**src/rtl/fifo_unpacker.sv**
```systemverilog
// Read-side consumer for the first-word-fall-through FIFO: pops WIDTH-bit words
// and streams them out as WIDTH/OUT_WIDTH chunks on a valid/ready interface.
module fifo_unpacker #(
    parameter int WIDTH     = 16,
    parameter int OUT_WIDTH = 8,
    parameter bit MSB_FIRST = 1'b1
) (
    input  logic                 clk,
    input  logic                 rst,
    input  logic                 flush,
    input  logic                 fifo_empty,
    input  logic [WIDTH-1:0]     fifo_data,
    output logic                 fifo_re,
    output logic [OUT_WIDTH-1:0] out_data,
    output logic                 out_valid,
    input  logic                 out_ready,
    output logic                 out_last,
    output logic                 idle
);

    localparam int RATIO = WIDTH / OUT_WIDTH;
    localparam int CW    = (RATIO > 1) ? $clog2(RATIO) : 1;

    generate
        if ((WIDTH % OUT_WIDTH) != 0 || OUT_WIDTH <= 0) begin : g_bad_ratio
            $error("fifo_unpacker: WIDTH must be a whole multiple of OUT_WIDTH");
        end
    endgenerate

    logic [WIDTH-1:0] word_q;
    logic [CW-1:0]    cnt;
    logic             valid_q;
    logic             acc;

    // Chunks laid out in emission order so the chunk index selects directly.
    logic [OUT_WIDTH-1:0] chunks [RATIO];

    genvar gi;
    generate
        for (gi = 0; gi < RATIO; gi++) begin : g_chunk
            if (MSB_FIRST) begin : g_msb
                assign chunks[gi] = word_q[WIDTH-1-gi*OUT_WIDTH -: OUT_WIDTH];
            end else begin : g_lsb
                assign chunks[gi] = word_q[gi*OUT_WIDTH +: OUT_WIDTH];
            end
        end
    endgenerate

    assign out_valid = valid_q;
    assign out_data  = chunks[cnt];
    assign out_last  = valid_q & (cnt == CW'(RATIO - 1));
    assign acc       = valid_q & out_ready;

    // A pop happens only when the slot is free or is being vacated this cycle,
    // which gives back-to-back words with no bubble; the FIFO is never popped empty.
    assign fifo_re = !rst & !flush & !fifo_empty & (!valid_q | (acc & out_last));
    assign idle    = !rst & !valid_q & fifo_empty;

    // NOTE: non-blocking assignments keep every register sampling pre-edge values.
    // NOTE: word_q is a single datapath register, so resetting it is cheap and
    // keeps out_data deterministic after reset.
    always_ff @(posedge clk or posedge rst) begin
        if (rst) begin
            word_q  <= '0;
            cnt     <= '0;
            valid_q <= 1'b0;
        end else if (flush) begin
            // Flush wins over an accept: the presented chunk is dropped.
            cnt     <= '0;
            valid_q <= 1'b0;
        end else if (fifo_re) begin
            word_q  <= fifo_data;
            cnt     <= '0;
            valid_q <= 1'b1;
        end else if (acc) begin
            if (out_last) begin
                cnt     <= '0;
                valid_q <= 1'b0;
            end else begin
                cnt <= cnt + 1'b1;
            end
        end
    end

endmodule
```
**config.mk**
```make
export PLATFORM = sky130hd
export DESIGN_NAME = fifo_unpacker
export DESIGN_NICKNAME = d
export VERILOG_FILES = /design/src/rtl/fifo_unpacker.sv
export SDC_FILE = /design/constraint.sdc
export NUM_CORES = 1
export LEC_CHECK = 0
export BUFFER_PORTS_ARGS = -buffer_cell sky130_fd_sc_hd__clkbuf_2
export CAP_MARGIN = 20
export CORE_AREA = 3 3 57 59
export DETAILED_ROUTE_END_ITERATION = 8
export DIE_AREA = 0 0 60 62
export HOLD_SLACK_MARGIN = 0.05
export PLACE_DENSITY = 0.55
export SLEW_MARGIN = 15
export SYNTH_ARGS = -nofsm -noshare
export SYNTH_HDL_FRONTEND = slang
export SYNTH_SLANG_ARGS = --single-unit
```
**constraint.sdc**
```tcl
create_clock -name clk -period 1.8 [get_ports clk]
set_input_delay 0.18 -clock clk [delete_from_list [all_inputs] [get_ports clk]]
set_output_delay 0.18 -clock clk [all_outputs]
set_load 0.01 [all_outputs]
```
==> flow_metrics.tcl, run 1 <==
set metrics [dict create \
    ioPinCount 33 \
    hp-class "primary input to register" \
    grt_max_degree 19 \
    cts_buffer_depth 2 \
    clkPwrFrac_pct 23.3 \
    clock_latency_ns 0.28 \
    drc 0 \
    syn-num-nets 76 \
    p_comb_share_pct 25.5 \
    cts_num_sinks 18 \
    period_minus_slack_ns 1.71 \
    grt_pass1_vias 550 \
    ir_drop_v 0.000425 \
    start_kind "primary input" \
    final.setup.tns_ns 0 \
    fin_worst_skew_ns 0.00954 \
    grt_most_used_layer "met2" \
    path_class "primary input to primary output" \
    post_synth.cell_area_avg_sq_um 14.9 \
    worstPathRequired_ns 1.62 \
    dieArea_sq_um 3720 \
    synthDistinctLibCells 13 \
    switching_share_pct 25.3 \
    cts_setup_buffers 0 \
    diodes 0 \
    drt-initial-drc-count 9 \
    firstDrtPassIters 2 \
    crit_fanout 18 \
    h-tree-depth 1 \
    portBuffers 32 \
    syn_to_final_growth_pct 30.3 \
    final_nets 114 \
    grt_pass1_wl_microns 2430 \
    fillers 278 \
    drt_wl_total_microns 1550 \
    power_switching_mw 0.259 \
    start_util_pct 29.8 \
    place_congestion 0.720 \
    dp_hpwl_microns 1210 \
    vias_per_cell 4.56 \
    wl_per_cell_microns 12.6 \
    grt_antenna_before_repair 0 \
    final-hold-violation-count 0 \
    powerDensity_nw_per_um2 955 \
    seq_power_share_pct 51.2 \
    fin_total_pwr_mw 1.02 \
    tightestPinTransition_ns 0.672 \
    maxCapViolations 0 \
    max_freq_ghz 0.584 \
    setup_violations 0 \
    antenna_left 0 \
    cp.arrival_ns 1.53 \
    grtUsageMet1_pct 10.5 \
    cts_root_buffer "clkbuf_4" \
    fin_util_pct 38.8 \
    grtUsageMet2_pct 15.3 \
    yosys_warnings 0 \
    grt_util_met3_pct 1.24 \
    die_h_microns 62 \
    synth_area_leaders "dfrtp_1 55%, mux2_2 33%, nor4_4 2.6%, a21boi_4 2.3%, buf_6 1.4%" \
    groute.usage.overall_pct 9.05 \
    drive_gt1_share_pct 69.6 \
    numCtsBuffers 3 \
    relSlewSlack_pct 55.2 \
    ys_seq_area_share_pct 54.8 \
    timing.final.crit_share_pct 95.1 \
    clk_pin_slew_worst_paths_ns 0.10 \
    synth_top_area_share_pct 54.8 \
    p_int_mw 0.763 \
    die_w_microns 60 \
    p_leak_nw 0.508 \
    core_sq_um 2760 \
    rows 19 \
    grt_overflow 0 \
    end_kind "primary output" \
    synth_area_sq_um 822 \
    vias 561 \
    tritoncts "yes" \
    status "finished clean" \
    syn_inst 55 \
    yosys_register_bits 18 \
    synth_top_area_cell "dfrtp_1" \
    rsz0062_at_grt "false" \
    slew_viol_final 0 \
]
[state kept, by name, summed over array words and instances, names as in the netlist]
register / count
cnt: 1
chunks: 16
out_valid: 1
[cells by family after synthesis]
group,Yosys count,share of synthesized area [%]
mux,24,32.9
flops,18,54.8
simple gates,8,6.70
buf+inv,3,2.28
compound gates,1,2.28
xor+xnor,1,1.07
[final cells by class]
class / instances / area [sq um] / share of cell area, %
clock buffer: 4 / 36.3 / 3.39
inverter: 1 / 3.75 / 0.350
multi-input combinational: 34 / 353 / 32.9
sequential: 18 / 450 / 42.1
tap: 31 / 38.8 / 3.62
timing repair buffer: 35 / 189 / 17.6
[worst paths after layout]
path                                start          to  slack [ns]  cells after the start
worst max-delay path                  rst     fifo_re        0.09                      5
worst min-delay path                flush         cnt        0.12                      2
worst max register to register  out_valid   chunks[2]        0.38                      4
worst min register to register  chunks[0]   chunks[0]        0.51                      1
max in group asynchronous             rst   chunks[5]        0.78                      3
min in group asynchronous             rst  chunks[10]        0.59                      3
[routing by layer]
metal  part of all wire [%]  up-vias
met5                      0        -
met4                    1.7        0
met3                    3.7        2
met2                     53       14
met1                     41      279
li1                       -      266
[placed cells by master (no fill, tap or decap), drive strengths merged]
master / count
a21boi: 1
and2: 1
buf: 2
clkbuf: 36
dfrtp: 18
dlygate4sd3: 1
inv: 1
mux2: 24
nand2: 1
nor2: 3
nor3: 1
nor3b: 1
nor4: 1
xor2: 1
[per-stage QoR]
step	setup slack (ns)	hold slack, ns	cell area [sq um]	std cells
floorplan	0.175	0.119	822	55
global placement	0.369	0.357	1020	118
detailed placement	0.333	0.362	1020	118
CTS	0.0301	0.110	1070	123
global route	0.0249	0.106	1070	123
finish	0.0875	0.116	1070	123
[critical path, cell delays in order]
cell and delay, ns:
dlygate4sd3_1 0.54, clkbuf_2 0.15, nor4_4 0.27, buf_6 0.23
clkbuf_2 0.16
[Yosys cell counts, drive strengths merged]
cell,number
a21boi,1
and2,1
buf,2
dfrtp,18
inv,1
mux2,24
nand2,1
nor2,3
nor3,1
nor3b,1
nor4,1
xor2,1
[power by group through the flow]
stage          registers, mW  clock network, mW  logic (mW)
2_1_floorplan          0.522                  0       0.173
3_3_place_gp           0.529                  0       0.258
3_5_place_dp           0.533                  0       0.264
4_1_cts                0.524              0.249       0.267
5_1_grt                0.537              0.273       0.287
6_report               0.523              0.239       0.261
[what timing repair did]
item,4_1_cts,5_1_grt
setup endpoints to repair,0,1
resized for setup,0,1
endpoints found under the hold margin,18,0
hold buffers,1,0
No activity file was read; power rests on OpenSTA's default activity.
==> inputs of run 2 (changes only) <==
==> config.mk (replaced) <==
export PLATFORM = sky130hd
export DESIGN_NAME = fifo_unpacker
export DESIGN_NICKNAME = d
export VERILOG_FILES = /design/src/rtl/fifo_unpacker.sv
export SDC_FILE = /design/constraint.sdc
export NUM_CORES = 1
export LEC_CHECK = 0
export BUFFER_PORTS_ARGS = -buffer_cell sky130_fd_sc_hd__buf_2
export CAP_MARGIN = 20
export CORE_AREA = 3 3 42 81
export DETAILED_ROUTE_END_ITERATION = 8
export DIE_AREA = 0 0 45 84
export HOLD_SLACK_MARGIN = 0.05
export PLACE_DENSITY = 0.54
export SLEW_MARGIN = 15
export SYNTH_ARGS = -nofsm -noshare
export SYNTH_HDL_FRONTEND = slang
export SYNTH_SLANG_ARGS = --single-unit
export TNS_END_PERCENT = 50
==> flow_metrics.tcl, run 2 (synthesis results as in run 1) <==
set metrics [dict create \
    cts_num_sinks 18 \
    r2r_start "out_valid" \
    holdWs_ns 0.0747 \
    tightestPinTransition_ns 0.679 \
    cts_setup_buffers 0 \
    timing.final.crit_share_pct 88.2 \
    die_h_microns 84 \
    grt_pass1_vias 658 \
    antenna_left 0 \
    worstPathRequired_ns 1.62 \
    groute.usage.overall_pct 9.82 \
    dp_hpwl_microns 1270 \
    max_freq_ghz 0.630 \
    cts_buffer_depth 2 \
    drive_gt1_share_pct 70.0 \
    final-hold-violation-count 0 \
    status "finished clean" \
    firstDrtPassIters 4 \
    critPathMaxStageDelay_ns 0.41 \
    hp-class "primary input to async pin" \
    grt_overflow 0 \
    post_cts_resized 0 \
    vias 554 \
    numCtsBuffers 3 \
    r2r-end "chunks[10]" \
    cts_root_buffer "clkbuf_8" \
    crit_fanout 18 \
    end_kind "primary output" \
    fillers 309 \
    portBuffers 32 \
    tritoncts "yes" \
    powerDensity_nw_per_um2 993 \
    path_class "register to primary output" \
    drc 0 \
    final_common_cell "buf_2" \
    vias_per_cell 4.66 \
    final.setup.tns_ns 0 \
    wl_per_cell_microns 13.8 \
    slew_viol_final 0 \
    rrSetupSlack_ns 0.33 \
    cp_slowest_cell "dfrtp_1" \
    start_util_pct 29.0 \
    place_congestion 0.709 \
    dieArea_sq_um 3780 \
    cp.arrival_ns 1.41 \
    drt_wl_total_microns 1640 \
    grt_antenna_before_repair 0 \
    syn_to_final_growth_pct 28.9 \
    drt-initial-drc-count 6 \
    ioPinCount 33 \
    final_nets 113 \
    ir_drop_v 0.000429 \
    clock_latency_ns 0.24 \
    cts_hold_buffers 0 \
    start_kind "register" \
    period_minus_slack_ns 1.59 \
    rsz0062_at_grt "false" \
    grt_max_degree 19 \
    ff2ff_path_depth 4 \
    crit_chain "a21boi_4, nor4_4, buf_4, buf_2" \
    h-tree-depth 1 \
    diodes 0 \
    clk_pin_slew_worst_paths_ns 0.06 \
    die_w_microns 45 \
    p_leak_nw 0.501 \
    grt_pass1_wl_microns 2740 \
    maxCapViolations 0 \
    core_sq_um 2840 \
    layout_common_cells "32 x buf_2, 24 x mux2_2, 18 x dfrtp_1" \
    relSlewSlack_pct 54.7 \
    finalNonFillerCells 119 \
    placed_cells 116 \
    rows 27 \
    largest_reg_flops 16 \
    fin_worst_skew_ns 0.00196 \
    setup_violations 0 \
]
run 2: worst max-delay path by stage:
stage | startpoint | slack [ns] | to | depth (start not counted)
final | out_valid | 0.21 | fifo_re | 4
after CTS | out_valid | 0.19 | fifo_re | 4
after global placement | out_valid | 0.38 | chunks[2] | 4
after floorplan | out_valid | 0.18 | chunks[10] | 4
after detailed placement | out_valid | 0.33 | chunks[14] | 4
after global routing | out_valid | 0.10 | fifo_re | 4
run 2: per-layer routing:
metal	GRT usage, %	routed length, microns	vias up
met2	16.7	909	16
met1	9.99	598	274
met5	0	0	-
li1	-	-	262
met4	5.60	21	0
met3	2.81	108	2
run 2: per-stage QoR:
step                      power [mW]  setup slack, ns  instance area, sq um  utilization (%)
after global routing            1.12            0.104                  1060             37.3
after floorplan                0.695            0.175                   822                -
after detailed placement       0.797            0.327                  1020             35.9
after CTS                       1.07            0.190                  1060             37.3
after global placement         0.786            0.379                  1020             35.9
final                           1.05            0.212                  1060             37.3
run 2: worst max-delay path: cells and delay by family (launching register included):
kind	cells	cell delay [ns]
and+or+nand+nor	1	0.12
DFF	1	0.41
AOI/OAI and AO/OA	1	0.16
buffers and inverters	2	0.47
run 2: layout make-up:
| cell class | count | area [sq um] | share of cell area, % |
|---|---|---|---|
| tap | 29 | 36.3 | 3.42 |
| clock buffer | 3 | 41.3 | 3.90 |
| timing repair buffer | 34 | 175 | 16.5 |
| multi-input combinational | 34 | 353 | 33.3 |
| inverter | 1 | 3.75 | 0.354 |
| sequential | 18 | 450 | 42.5 |
run 2: power breakdown:
group,internal (mW),total (mW),switching [mW]
Clock,0.148,0.271,0.122
Sequential,0.487,0.526,0.0385
Combinational,0.153,0.256,0.103
==> inputs of run 3 (changes only) <==
--- a/config.mk
+++ b/config.mk
@@ -5,7 +5,7 @@
 export SDC_FILE = /design/constraint.sdc
 export NUM_CORES = 1
 export LEC_CHECK = 0
-export BUFFER_PORTS_ARGS = -buffer_cell sky130_fd_sc_hd__buf_2
+export BUFFER_PORTS_ARGS = -buffer_cell sky130_fd_sc_hd__clkbuf_2
 export CAP_MARGIN = 20
 export CORE_AREA = 3 3 42 81
 export DETAILED_ROUTE_END_ITERATION = 8
==> flow_metrics.tcl, run 3 (synthesis results as in run 1) <==
set metrics [dict create \
    ff2ff_path_depth 4 \
    start_kind "register" \
    finalNonFillerCells 119 \
    groute.usage.overall_pct 9.34 \
    rows 27 \
    setup_violations 0 \
    vias 559 \
    routed.top_layer "met4" \
    core_sq_um 2840 \
    drt-initial-drc-count 4 \
    grt_pass1_vias 605 \
    power_switching_mw 0.257 \
    cp_top_family "buffers and inverters" \
    final-hold-violation-count 0 \
    grt_overflow 0 \
    clock_latency_ns 0.24 \
    path_buf_inv 2 \
    clkPwrFrac_pct 25.1 \
    die_h_microns 84 \
    p_leak_nw 0.503 \
    post_cts_resized 0 \
    syn_to_final_growth_pct 28.9 \
    h-tree-depth 1 \
    diodes 0 \
    cp.arrival_ns 1.41 \
    cts_root_buffer "clkbuf_8" \
    firstDrtPassIters 2 \
    cts_hold_buffers 0 \
    ioPinCount 33 \
    max_freq_ghz 0.627 \
    critPathMaxStageDelay_ns 0.41 \
    relSlewSlack_pct 55.4 \
    cp_slowest_cell "dfrtp_1" \
    wl_met2_microns 876 \
    grt_antenna_before_repair 0 \
    rsz0062_at_grt "false" \
    maxCapViolations 0 \
    die_w_microns 45 \
    drt_wl_total_microns 1580 \
    dieArea_sq_um 3780 \
    drc 0 \
    cts_setup_buffers 0 \
    p_int_mw 0.788 \
    switching_share_pct 24.6 \
    grt_max_degree 19 \
    placed_cells 116 \
    hp-class "primary input to async pin" \
    tritoncts "yes" \
    final_nets 113 \
    period_minus_slack_ns 1.59 \
    tightestPinTransition_ns 0.669 \
    end_kind "primary output" \
    cts_num_sinks 18 \
    crit_fanout 18 \
    fin_worst_skew_ns 0.000753 \
    portBuffers 32 \
    largest_reg_flops 16 \
    vias_per_cell 4.70 \
    worstPathRequired_ns 1.62 \
    numCtsBuffers 3 \
    wl_met3_microns 82 \
    start_util_pct 29.0 \
    path_class "register to primary output" \
    clk_pin_slew_worst_paths_ns 0.06 \
    crit_chain "a21boi_4, nor4_4, buf_4, clkbuf_2" \
    cts_buffer_depth 2 \
    timing.final.crit_share_pct 88.6 \
    final.setup.tns_ns 0 \
    met1_length_microns 593 \
    wl_per_cell_microns 13.2 \
    ir_drop_v 0.000461 \
    layout_common_cells "32 x clkbuf_2, 24 x mux2_2, 18 x dfrtp_1" \
    drive_gt1_share_pct 70.0 \
    grt_pass1_wl_microns 2570 \
    dp_hpwl_microns 1250 \
    final_common_cell "clkbuf_2" \
    powerDensity_nw_per_um2 986 \
    slew_viol_final 0 \
    place_congestion 0.696 \
    antenna_left 0 \
    seq_power_share_pct 50.2 \
    p_comb_share_pct 24.7 \
    status "finished clean" \
    critical_path_depth 4 \
]
[run 3: path summary, 6_finish.rpt]
check / slack, ns / endpoint / start
worst min register to register: 0.51 / chunks[1] / chunks[1]
worst min-delay path: 0.07 / out_valid / rst
worst max-delay path: 0.21 / fifo_re / out_valid
max in group asynchronous: 1.30 / chunks[0] / rst
min in group clk: 0.16 / out_valid / flush
worst max register to register: 0.32 / chunks[10] / out_valid
[run 3: layout make-up]
cell class,instances,area (sq um)
multi-input combinational,34,353
fill,304,1780
tap,29,36.3
inverter,1,3.75
sequential,18,450
timing repair buffer,34,175
clock buffer,3,41.3
[run 3: routing by layer]
layer  global-route usage [%]  vias up
li1                         -      263
met1                     9.62      276
met2                     15.5       18
met3                     2.16        2
met4                     6.40        0
met5                        0        -
[run 3: worst register-to-register path: stages, from the launching register on]
cell and delay (ns):
dfrtp_1 0.41, a21boi_4 0.16, nor4_4 0.12, buf_4 0.29
mux2_2 0.37
[run 3: power groups by stage]
stage | clock network [mW] | logic, mW | registers, mW
after floorplan | 0 | 0.173 | 0.522
after global placement | 0 | 0.258 | 0.529
after detailed placement | 0 | 0.264 | 0.535
after CTS | 0.276 | 0.265 | 0.527
after global routing | 0.301 | 0.284 | 0.536
final | 0.262 | 0.258 | 0.525
[run 3: stage by stage]
step | hold slack, ns | setup WS, ns | total power, mW | area, sq um | utilization, %
5_1_grt | 0.124 | 0.113 | 1.12 | 1060 | 37.3
3_5_place_dp | 0.359 | 0.321 | 0.798 | 1020 | 35.9
3_3_place_gp | 0.349 | 0.371 | 0.787 | 1020 | 35.9
6_report | 0.0683 | 0.206 | 1.04 | 1060 | 37.3
4_1_cts | 0.0905 | 0.186 | 1.07 | 1060 | 37.3
2_1_floorplan | 0.119 | 0.175 | 0.695 | 822 | -
